`config.mk`:
```
export PLATFORM = sky130hd
export DESIGN_NAME = uart_rx
export DESIGN_NICKNAME = d
export VERILOG_FILES = /design/src/rtl/uart_rx_pkg.sv /design/src/rtl/uart_rx_fifo.sv /design/src/rtl/uart_rx.sv
export SDC_FILE = /design/constraint.sdc
export NUM_CORES = 1
export LEC_CHECK = 0
export CORE_MARGIN = 2
export CORE_UTILIZATION = 50
export DETAILED_ROUTE_END_ITERATION = 10
export PLACE_DENSITY = 0.73
export SKIP_LAST_GASP = 1
export SLEW_MARGIN = 20
export SYNTH_ARGS = -nofsm -noshare
export SYNTH_HDL_FRONTEND = slang
export SYNTH_SLANG_ARGS = --single-unit
```
`constraint.sdc`:
```
create_clock -name clock -period 2.1 [get_ports clock]
set_input_delay 0.42 -clock clock [delete_from_list [all_inputs] [get_ports clock]]
set_output_delay 0.42 -clock clock [all_outputs]
set_load 0.01 [all_outputs]
```
`src/rtl/uart_rx_pkg.sv`:
```
// Shared UART constants, receiver state encoding and status layout.
// Status bit positions are mirrored in the software headers.
package configure;

  localparam int clks_per_bit = 216;

  localparam logic [31:0] uart_base_addr = 32'h1000_0000;
  localparam logic [31:0] uart_top_addr  = 32'h1000_000f;

  typedef enum logic [1:0] {
    IDLE,
    START,
    DATA,
    STOP
  } uart_rx_state_t;

  localparam int RX_VALID_BIT = 8;
  localparam int RX_OVR_BIT   = 9;
  localparam int RX_FERR_BIT  = 10;

  function automatic logic [31:0] rx_status(
    input logic [7:0] data,
    input logic       valid,
    input logic       ovr,
    input logic       ferr
  );
    logic [31:0] w;
    w               = '0;
    w[7:0]          = data;
    w[RX_VALID_BIT] = valid;
    w[RX_OVR_BIT]   = ovr;
    w[RX_FERR_BIT]  = ferr;
    return w;
  endfunction

endpackage

```
`src/rtl/uart_rx_fifo.sv`:
```
// Receive byte FIFO; pointers carry a wrap bit to tell full from empty.
// A push into a full FIFO lands only if a pop happens in the same cycle.
module uart_rx_fifo #(
  parameter int DEPTH = 4,
  parameter int WIDTH = 8
) (
  input  logic             clock,
  input  logic             reset,
  input  logic             push,
  input  logic             pop,
  input  logic [WIDTH-1:0] wdata,
  output logic [WIDTH-1:0] rdata,
  output logic             empty,
  output logic             full
);

  localparam int AW = $clog2(DEPTH);

  logic [WIDTH-1:0] mem_q [DEPTH];
  logic [AW:0]      wptr_q, wptr_d;
  logic [AW:0]      rptr_q, rptr_d;
  logic             do_push;
  logic             do_pop;

  assign empty = (wptr_q == rptr_q);
  assign full  = (wptr_q[AW-1:0] == rptr_q[AW-1:0]) &&
                 (wptr_q[AW] != rptr_q[AW]);

  assign do_pop  = pop & ~empty;
  assign do_push = push & (~full | do_pop);

  assign rdata = mem_q[rptr_q[AW-1:0]];

  always_comb begin
    wptr_d = wptr_q;
    rptr_d = rptr_q;
    if (do_push) wptr_d = wptr_q + (AW+1)'(1);
    if (do_pop)  rptr_d = rptr_q + (AW+1)'(1);
  end

  always_ff @(posedge clock) begin
    if (reset) begin
      wptr_q <= '0;
      rptr_q <= '0;
    end else begin
      wptr_q <= wptr_d;
      rptr_q <= rptr_d;
    end
  end

  always_ff @(posedge clock) begin
    if (do_push) mem_q[wptr_q[AW-1:0]] <= wdata;
  end

endmodule

```
`src/rtl/uart_rx.sv`:
```
// 8N1 UART receiver with receive FIFO, sticky error flags
// and a single-word memory-mapped read port.
module uart_rx
  import configure::*;
#(
  parameter int CLKS_PER_BIT = clks_per_bit,
  parameter int DEPTH        = 4
) (
  input  logic        clock,
  input  logic        reset,
  input  logic        rx,
  input  logic        uart_valid,
  input  logic [3:0]  uart_wstrb,
  output logic        uart_ready,
  output logic [31:0] uart_rdata
);

  localparam int CW = $clog2(CLKS_PER_BIT + 1);
  localparam logic [CW-1:0] CNT_MAX = CW'(CLKS_PER_BIT);
  localparam logic [CW-1:0] CNT_MID = CW'(CLKS_PER_BIT / 2);

  uart_rx_state_t state_q, state_d;
  logic [CW-1:0]  cnt_q, cnt_d;
  logic [2:0]     idx_q, idx_d;
  logic [7:0]     sh_q, sh_d;
  logic [1:0]     sync_q;
  logic           rx_s;

  logic           ovr_q, ovr_d;
  logic           ferr_q, ferr_d;
  logic           ready_q, ready_d;
  logic [31:0]    rdata_q, rdata_d;

  logic           push;
  logic           ferr_set;
  logic           ovr_set;
  logic           accept;
  logic           rd;
  logic           pop;
  logic [7:0]     head;
  logic           empty;
  logic           full;

  assign rx_s = sync_q[1];

  always_comb begin
    state_d  = state_q;
    cnt_d    = cnt_q;
    idx_d    = idx_q;
    sh_d     = sh_q;
    push     = 1'b0;
    ferr_set = 1'b0;
    unique case (state_q)
      IDLE: begin
        if (!rx_s) begin
          state_d = START;
          cnt_d   = '0;
        end
      end
      START: begin
        if (cnt_q == CNT_MID) begin
          cnt_d = '0;
          idx_d = '0;
          state_d = rx_s ? IDLE : DATA;
        end else begin
          cnt_d = cnt_q + CW'(1);
        end
      end
      DATA: begin
        if (cnt_q == CNT_MAX) begin
          sh_d  = {rx_s, sh_q[7:1]};
          cnt_d = '0;
          if (idx_q == 3'd7) state_d = STOP;
          else               idx_d   = idx_q + 3'd1;
        end else begin
          cnt_d = cnt_q + CW'(1);
        end
      end
      STOP: begin
        // Leaving at mid-stop lets a back-to-back start bit be caught.
        if (cnt_q == CNT_MAX) begin
          push     = rx_s;
          ferr_set = ~rx_s;
          cnt_d    = '0;
          state_d  = IDLE;
        end else begin
          cnt_d = cnt_q + CW'(1);
        end
      end
      default: state_d = IDLE;
    endcase
  end

  always_comb begin
    accept  = uart_valid & ~ready_q;
    rd      = accept & ~(|uart_wstrb);
    pop     = rd & ~empty;
    ovr_set = push & full & ~pop;
    ovr_d   = ovr_set | (ovr_q & ~rd);
    ferr_d  = ferr_set | (ferr_q & ~rd);
    ready_d = accept;
    rdata_d = rdata_q;
    if (accept) begin
      rdata_d = '0;
      if (rd) begin
        rdata_d = rx_status(empty ? 8'h00 : head,
                            ~empty, ovr_q, ferr_q);
      end
    end
  end

  always_ff @(posedge clock) begin
    if (reset) begin
      state_q <= IDLE;
      cnt_q   <= '0;
      idx_q   <= '0;
      sh_q    <= '0;
      sync_q  <= 2'b11;
      ovr_q   <= 1'b0;
      ferr_q  <= 1'b0;
      ready_q <= 1'b0;
      rdata_q <= '0;
    end else begin
      state_q <= state_d;
      cnt_q   <= cnt_d;
      idx_q   <= idx_d;
      sh_q    <= sh_d;
      sync_q  <= {sync_q[0], rx};
      ovr_q   <= ovr_d;
      ferr_q  <= ferr_d;
      ready_q <= ready_d;
      rdata_q <= rdata_d;
    end
  end

  uart_rx_fifo #(
    .DEPTH (DEPTH),
    .WIDTH (8)
  ) u_fifo (
    .clock (clock),
    .reset (reset),
    .push  (push),
    .pop   (pop),
    .wdata (sh_d),
    .rdata (head),
    .empty (empty),
    .full  (full)
  );

  assign uart_ready = ready_q;
  assign uart_rdata = rdata_q;

endmodule

```
==> impl_metrics.ini, run 1 <==
[timing]
timing_worst_slew_pin_value_ns = 0.503
finalSetupTns_ns = 0
maxClockFrequency_mhz = 495
final.setup_skew_ns = 0.00933
fin_hold_ws_ns = 0.434
period_needed_ns = 2.02
grt_setup_unrepaired = no
max_slew_headroom_at_the_worst_pin_pct = 66.4
final_min_period_over_clock_period_pct = 96.1
final_max_slew_viol_count = 0
setup_viol = 0
finalHoldViolCount = 0

[synth]
yosys_register_bits = 77
yosys.cell_types.count = 47
synth.area.top_cells = sky130_fd_sc_hd__edfxtp_1 28%, sky130_fd_sc_hd__dfxtp_1 26%, sky130_fd_sc_hd__mux4_2 5.2%
syn_area_per_cell_um2 = 11.5
synth.cell_area_um2 = 3450
postSynthCellCount = 301
synth_top_flop_cell = sky130_fd_sc_hd__dfxtp_1
yosysWarnings = 0
synthDominantCellAreaShare_pct = 27.9
largest_area_contributor_in_the_netlist = sky130_fd_sc_hd__edfxtp_1
async_flop_share_pct = 0
number_of_enable_type_register_cells_in_the_synthesized_netlist = 32
synth-seq-area-share_pct = 54.0

[finish]
layout.filler_cells = 547
storage_element_area_um2 = 1860
final-instance-count-excl-fill = 414
area_growth_from_synthesis_to_final_layout_pct = 14.1
final_layout_size_suffix_gt1_share_pct = 19.2
nets = 346
layout.core_utilization_pct = 58.6
multi_input_comb_area_um2 = 1420
antenna_cells_inserted = 0

[min_path]
hold-path-endpoint = sync_q[1]$_SDFF_PP1_
hold_crit_path_type = flop to flop
hp-start = sync_q[0]$_SDFF_PP1_
hold_path_cells = 1

[worst_setup_path]
worstReg2RegStart = cnt_q[0]$_SDFFE_PP0P_
rrSetupSlack_ns = 0.20
ff2ff_path_depth = 8
worstSetupPathType = input pin to flop
cp_num_buf_inv = 2
setup.worst_path.start_class = input pin
cp-end-kind = flop
critical_path_required_time_ns = 2.17
cpLargestDelayFamily = simple AND/OR/NAND/NOR gates
reg2reg_to = cnt_q[5]$_SDFFE_PP0P_
crit_chain = clkdlybuf4s50_1 -> or4_4 -> or2_4 -> a211oi_2 -> buf_4 -> and2_4
worstPathMaxFanout = 8
timing.critical_path.arrival_ns = 2.08
critical-path-max-stage-delay_ns = 0.42
slowest_stage = sky130_fd_sc_hd__or4_4

[clocking]
clock_latency_ns = 0.36
cts_tree = yes
root_buffer = sky130_fd_sc_hd__clkbuf_8
largest_buffer_count_on_any_clock_path = 2
clock_tree.htree_level_count = 3
clk_pin_slew_ns = 0.08
post_cts.repair.setup_buffers = 0
cts_hold_repair.buffers = 0
cts_sinks = 77
cts_buffers = 9

[drt]
via_per_inst = 5.44
avgRoutedWirePerCell_um = 15.3
postRouteAntennaNets = 0
routed_wirelength_um = 6330
detailedRoute.firstPassIterationCount = 4
route.vias.total = 2254
remaining_drc_errors = 0
detail_route.iter0.violations = 131

[place]
globalplace.congestion = 0.834
dpl.hpwl_um = 4440
count_of_buffers_inserted_at_the_top_level_ports = 19
placedCellCount = 398

[global_route]
grt_max_degree = 52
grt_pass1_wl_um = 10400
global_route.overflow_total = 0
grt.total_usage_pct = 18.0
first_global_vias = 2108
number_of_antenna_violations_at_the_first_check_in_global_routing = 0

[power_and_ir_drop]
total_power_w = 0.00271
ir_drop_mv = 0.346
power_leakage_nw = 1.46
pwr_per_cell_area_nw_per_um2 = 688

[floorplanning]
initial_utilization_pct = 51.3
floorplan.core_area_um2 = 6720
design.die.area_um2 = 7580
number_of_placement_rows = 30
die_height_um = 87.0
die_x_um = 87.0
io_pins = 41

[flow_run]
drv.max_cap_violation_count = 0

[status]
run_status = finished clean
==> metrics by stage <==
| step | setup slack, ns | cell area (um^2) |
|---|---|---|
| 4_1_cts | 0.0346 | 3920 |
| 6_report | 0.0809 | 3940 |
| 3_5_place_dp | -0.436 | 3720 |
| 3_3_place_gp | -0.439 | 3720 |
| 5_1_grt | 0.0349 | 3940 |
| 2_1_floorplan | 0.0366 | 3530 |
==> Yosys cell counts, types with 2 or more instances <==
master and number:
sky130_fd_sc_hd__mux2i_1 4, sky130_fd_sc_hd__dfxtp_1 45, sky130_fd_sc_hd__o22ai_1 4, sky130_fd_sc_hd__or2_2 2
sky130_fd_sc_hd__a21oi_1 13, sky130_fd_sc_hd__and2_1 5, sky130_fd_sc_hd__nor3_1 3, sky130_fd_sc_hd__buf_1 3
sky130_fd_sc_hd__nor2_1 24, sky130_fd_sc_hd__edfxtp_1 32, sky130_fd_sc_hd__xnor2_1 3, sky130_fd_sc_hd__clkbuf_2 2
sky130_fd_sc_hd__and3b_1 3, sky130_fd_sc_hd__a22oi_1 3, sky130_fd_sc_hd__mux2_2 11, sky130_fd_sc_hd__o21ai_0 7
sky130_fd_sc_hd__nand3b_1 2, sky130_fd_sc_hd__a211oi_1 3, sky130_fd_sc_hd__o211ai_1 2, sky130_fd_sc_hd__ha_1 9
sky130_fd_sc_hd__nor2b_1 13, sky130_fd_sc_hd__nand2_1 11, sky130_fd_sc_hd__and3_1 6, sky130_fd_sc_hd__clkbuf_1 8
sky130_fd_sc_hd__or4_1 2, sky130_fd_sc_hd__inv_1 8, sky130_fd_sc_hd__a221oi_1 2, sky130_fd_sc_hd__nand3_1 7
sky130_fd_sc_hd__and4b_1 2, sky130_fd_sc_hd__buf_2 5, sky130_fd_sc_hd__nand2b_1 6, sky130_fd_sc_hd__buf_4 21
sky130_fd_sc_hd__o31a_1 2, sky130_fd_sc_hd__mux4_2 8, sky130_fd_sc_hd__a32oi_1 8
==> sequential cells by signal, indices dropped and copies added (netlist names), named ones only <==
name	flops
cnt_q	8
ferr_q	1
idx_q	3
ovr_q	1
sh_q	8
state_q	1
sync_q	2
u_fifo.mem_q	32
u_fifo.rptr_q	3
u_fifo.wptr_q	3
uart_rdata	11
uart_ready	1
==> layout by cell type (no fill, tap or decap), drive strengths merged, types with 2 or more instances in the layout <==
master | synthesis | final
nand3 | 7 | 7
conb | 1 | 21
inv | 8 | 13
and3 | 6 | 6
o22ai | 4 | 4
o211ai | 2 | 2
nand2b | 6 | 6
nor2 | 24 | 24
a211oi | 3 | 3
buf | 29 | 17
and2 | 5 | 5
clkinvlp | 0 | 2
nand2 | 11 | 11
nand3b | 2 | 2
nor3 | 3 | 3
or4 | 3 | 3
mux2 | 11 | 11
clkdlybuf4s50 | 0 | 16
mux4 | 8 | 8
mux2i | 4 | 4
edfxtp | 32 | 32
or2 | 3 | 3
a221oi | 2 | 2
nor2b | 13 | 13
clkbuf | 10 | 9
and3b | 3 | 3
ha | 9 | 9
dfxtp | 45 | 45
a22oi | 3 | 3
a32oi | 8 | 8
xnor2 | 3 | 3
dlymetal6s2s | 0 | 3
o31a | 2 | 2
a21oi | 13 | 13
and4b | 2 | 2
o21ai | 7 | 7
==> layer usage <==
| layer | GRT usage, % | part of all wire [%] |
|---|---|---|
| met2 | 26.6 | 45 |
| met5 | 0 | 0 |
| met4 | 8.10 | 2.0 |
| met3 | 3.70 | 4.0 |
| met1 | 25.5 | 49 |
==> layout make-up <==
cell class / instances / area share [%]
Sequential cell: 77 / 47.3
Timing Repair Buffer: 36 / 8.59
Clock inverter: 7 / 1.62
Tap cell: 80 / 2.54
Inverter: 8 / 0.763
Multi-Input combinational cell: 197 / 36.0
Clock buffer: 9 / 3.15
==> worst max path at each step <==
stage	cells past startpoint	from	to
after CTS	6	uart_wstrb[1]	u_fifo.mem_q[2][7]$_DFFE_PP_
after detailed placement	6	uart_wstrb[1]	u_fifo.mem_q[2][0]$_DFFE_PP_
after global placement	6	uart_wstrb[1]	u_fifo.mem_q[0][5]$_DFFE_PP_
after floorplan	4	uart_wstrb[1]	u_fifo.mem_q[0][0]$_DFFE_PP_
after global routing	6	uart_wstrb[1]	u_fifo.mem_q[2][7]$_DFFE_PP_
final	6	uart_wstrb[1]	u_fifo.mem_q[2][7]$_DFFE_PP_
==> cells by family (layout without fill, tap and decap cells) <==
logic type / Yosys count / after routing / share of synthesized area (%)
mux: 23 / 23 / 9.98
buf+inv: 47 / 60 / 7.66
xor+xnor: 3 / 3 / 0.762
simple gates: 93 / 93 / 14.9
compound gates: 48 / 48 / 9.36
fa+ha+maj: 9 / 9 / 3.27
flops: 77 / 77 / 54.0
other cells: 1 / 21 / 0.109
==> where the power goes <==
part | internal [W] | switching [W]
logic | 0.0000329 | 0.0000572
registers | 0.00155 | 0.00000660
clock network | 0.000457 | 0.000606
==> timing repair <==
| item | 4_1_cts | 5_1_grt |
|---|---|---|
| pin swaps | 3 | 3 |
| endpoints found under the setup margin | 32 | 36 |
| gates resized for setup | 5 | 5 |
Note: power is estimated with default switching activity, not from simulation.
==> inputs of run 2 (changes only) <==
CORE_UTILIZATION = 52   (was 50)
CTS_BUF_LIST = sky130_fd_sc_hd__clkbuf_2   (was default)
GPL_TIMING_DRIVEN = 0   (was default)
PLACE_DENSITY = 0.76   (was 0.73)
==> impl_metrics.ini, run 2 (same netlist as run 1, synthesis figures left out) <==
[drt]
dr_wl_met2_um = 3180
postRouteAntennaNets = 0
top_routing_layer_in_use = met4
via_per_inst = 5.52
route.vias.total = 2392
routed_wirelength_um = 6870
detailroute.wirelength.met3_um = 362
avgRoutedWirePerCell_um = 15.9
remaining_drc_errors = 0
detailedRoute.firstPassIterationCount = 4
detail_route.wirelength.met1_um = 3230
detail_route.iter0.violations = 171

[finish]
area_growth_from_synthesis_to_final_layout_pct = 14.5
nets = 368
largest_reg_flops = 32
layout.filler_cells = 524
layout.core_utilization_pct = 61.8
antenna_cells_inserted = 0
final_layout_size_suffix_gt1_share_pct = 21.1
final_cell_mix = 44 x sky130_fd_sc_hd__dfxtp_1, 32 x sky130_fd_sc_hd__edfxtp_1, 24 x sky130_fd_sc_hd__nor2_1
layout.cells.most_common = sky130_fd_sc_hd__dfxtp_1

[worst_setup_path]
ff2ff_path_depth = 8
crit_chain = clkdlybuf4s50_1 -> or4_4 -> or2_4 -> a211oi_4 -> and2_4
critical-path-max-stage-delay_ns = 0.55
worstPathMaxFanout = 8
worstReg2RegStart = cnt_q[0]$_SDFFE_PP0P_
worstSetupPathType = input pin to flop
timing.critical_path.arrival_ns = 2.26
cp-end-kind = flop
slowest_stage = sky130_fd_sc_hd__or4_4
cp-startpoint = uart_wstrb[1]
setup.worst_path.start_class = input pin
critical_path_required_time_ns = 2.36

[timing]
final_min_period_over_clock_period_pct = 95.1
max_slew_headroom_at_the_worst_pin_pct = 50.6
finalSetupTns_ns = 0
fin_hold_ws_ns = 0.442
timing_worst_slew_pin_value_ns = 0.735
period_needed_ns = 2.00
final.setup_skew_ns = 0.0241
setup_viol = 0
grt_setup_unrepaired = no
final_max_slew_viol_count = 0
maxClockFrequency_mhz = 501
finalHoldViolCount = 0
final_critical_path_setup_slack_ns = 0.103

[floorplanning]
number_of_placement_rows = 29
initial_utilization_pct = 54.0
die_height_um = 85.4
io_pins = 41
design.die.area_um2 = 7300
floorplan.core_area_um2 = 6390
die_x_um = 85.4

[global_route]
number_of_antenna_violations_at_the_first_check_in_global_routing = 0
grt.total_usage_pct = 19.7
first_global_vias = 2179
grt_max_degree = 17
global_route.overflow_total = 0
grt_pass1_wl_um = 10900

[flow_run]
drv.max_cap_violation_count = 0

[power_and_ir_drop]
seqPwrFrac_pct = 63.7
ir_drop_mv = 0.573
pwr_per_cell_area_nw_per_um2 = 619
power.share.switching_pct = 26.8
p_sw_w = 0.000655
pwr-share-comb_pct = 5.1
p_int_w = 0.00179
share_clk_of_total_power_pct = 31.2
power_leakage_nw = 1.48

[place]
dpl.hpwl_um = 4760
detailedPlace.worstSlack_ns = -0.673
globalplace.congestion = 0.787
count_of_buffers_inserted_at_the_top_level_ports = 19

[min_path]
hp-start = sync_q[0]$_SDFF_PP1_
hold_crit_path_type = flop to flop
hold_path_cells = 1

[clocking]
cts_sinks = 77
clk_pin_slew_ns = 0.21
clock_latency_ns = 0.54
cts_buffers = 9
largest_buffer_count_on_any_clock_path = 2
cts_hold_repair.buffers = 0
cts_tree = yes
root_buffer = sky130_fd_sc_hd__clkbuf_2
clock_tree.htree_level_count = 3

[status]
run_status = finished clean
run 2: changes by cell type in the layout (fill, tap and decap cells not counted), sizes merged:
cell           delta
buf              +13
clkbuf            +9
clkdlybuf4s50     +3
dlymetal6s2s      -3
run 2: through the flow:
step                      cell area [um^2]  cells  total power [W]
final                                 3950    433          0.00245
after global routing                  3950    433          0.00253
after CTS                             3930    433          0.00245
after detailed placement              3810    417          0.00171
after global placement                3810    417          0.00171
after floorplan                       3530    321          0.00168
run 2: power groups by stage:
stage | combinational, W | clock (W) | sequential (W)
2_1_floorplan | 0.0000889 | 0 | 0.00159
4_1_cts | 0.000123 | 0.000768 | 0.00156
6_report | 0.000125 | 0.000763 | 0.00156
3_3_place_gp | 0.000121 | 0 | 0.00159
5_1_grt | 0.000136 | 0.000833 | 0.00156
3_5_place_dp | 0.000123 | 0 | 0.00159
run 2: timing repair:
| item | in CTS | in global routing |
|---|---|---|
| buffers inserted | 0 | 0 |
| endpoints found under the setup margin | 32 | 73 |
| endpoints found under the hold margin | 0 | 0 |
| resized for setup | 2 | 9 |
| pin swaps | 0 | 2 |
run 2: layout make-up:
cell class / instances / area (um^2) / share of cell area [%]
inverter: 8 / 30.0 / 0.761
timing repair buffer: 19 / 190 / 4.82
tap: 77 / 96.3 / 2.44
clock inverter: 7 / 61.3 / 1.55
sequential: 77 / 1860 / 47.2
clock buffer: 9 / 45.0 / 1.14
buffer: 39 / 236 / 5.99
multi-input combinational: 197 / 1430 / 36.1
run 2: path summary, 6_finish.rpt:
path	end	slack (ns)
worst max register to register	sh_q[3]$_SDFF_PP0_	0.11
worst max-delay path	u_fifo.mem_q[3][3]$_DFFE_PP_	0.10
worst min-delay path	sync_q[1]$_SDFF_PP1_	0.44
worst min register to register	sync_q[1]$_SDFF_PP1_	0.44
run 2: worst max-delay path, delay by kind of cell:
| family | cells | cell delay, ns |
|---|---|---|
| AOI/OAI and AO/OA | 1 | 0.31 |
| buffers and inverters | 1 | 0.40 |
| and+or+nand+nor | 3 | 1.14 |
run 2: routing by layer:
metal | track usage (%) | vias up
li1 | - | 1155
met3 | 4.57 | 9
met5 | 0 | -
met4 | 7.79 | 0
met2 | 30.4 | 67
met1 | 27.0 | 1161
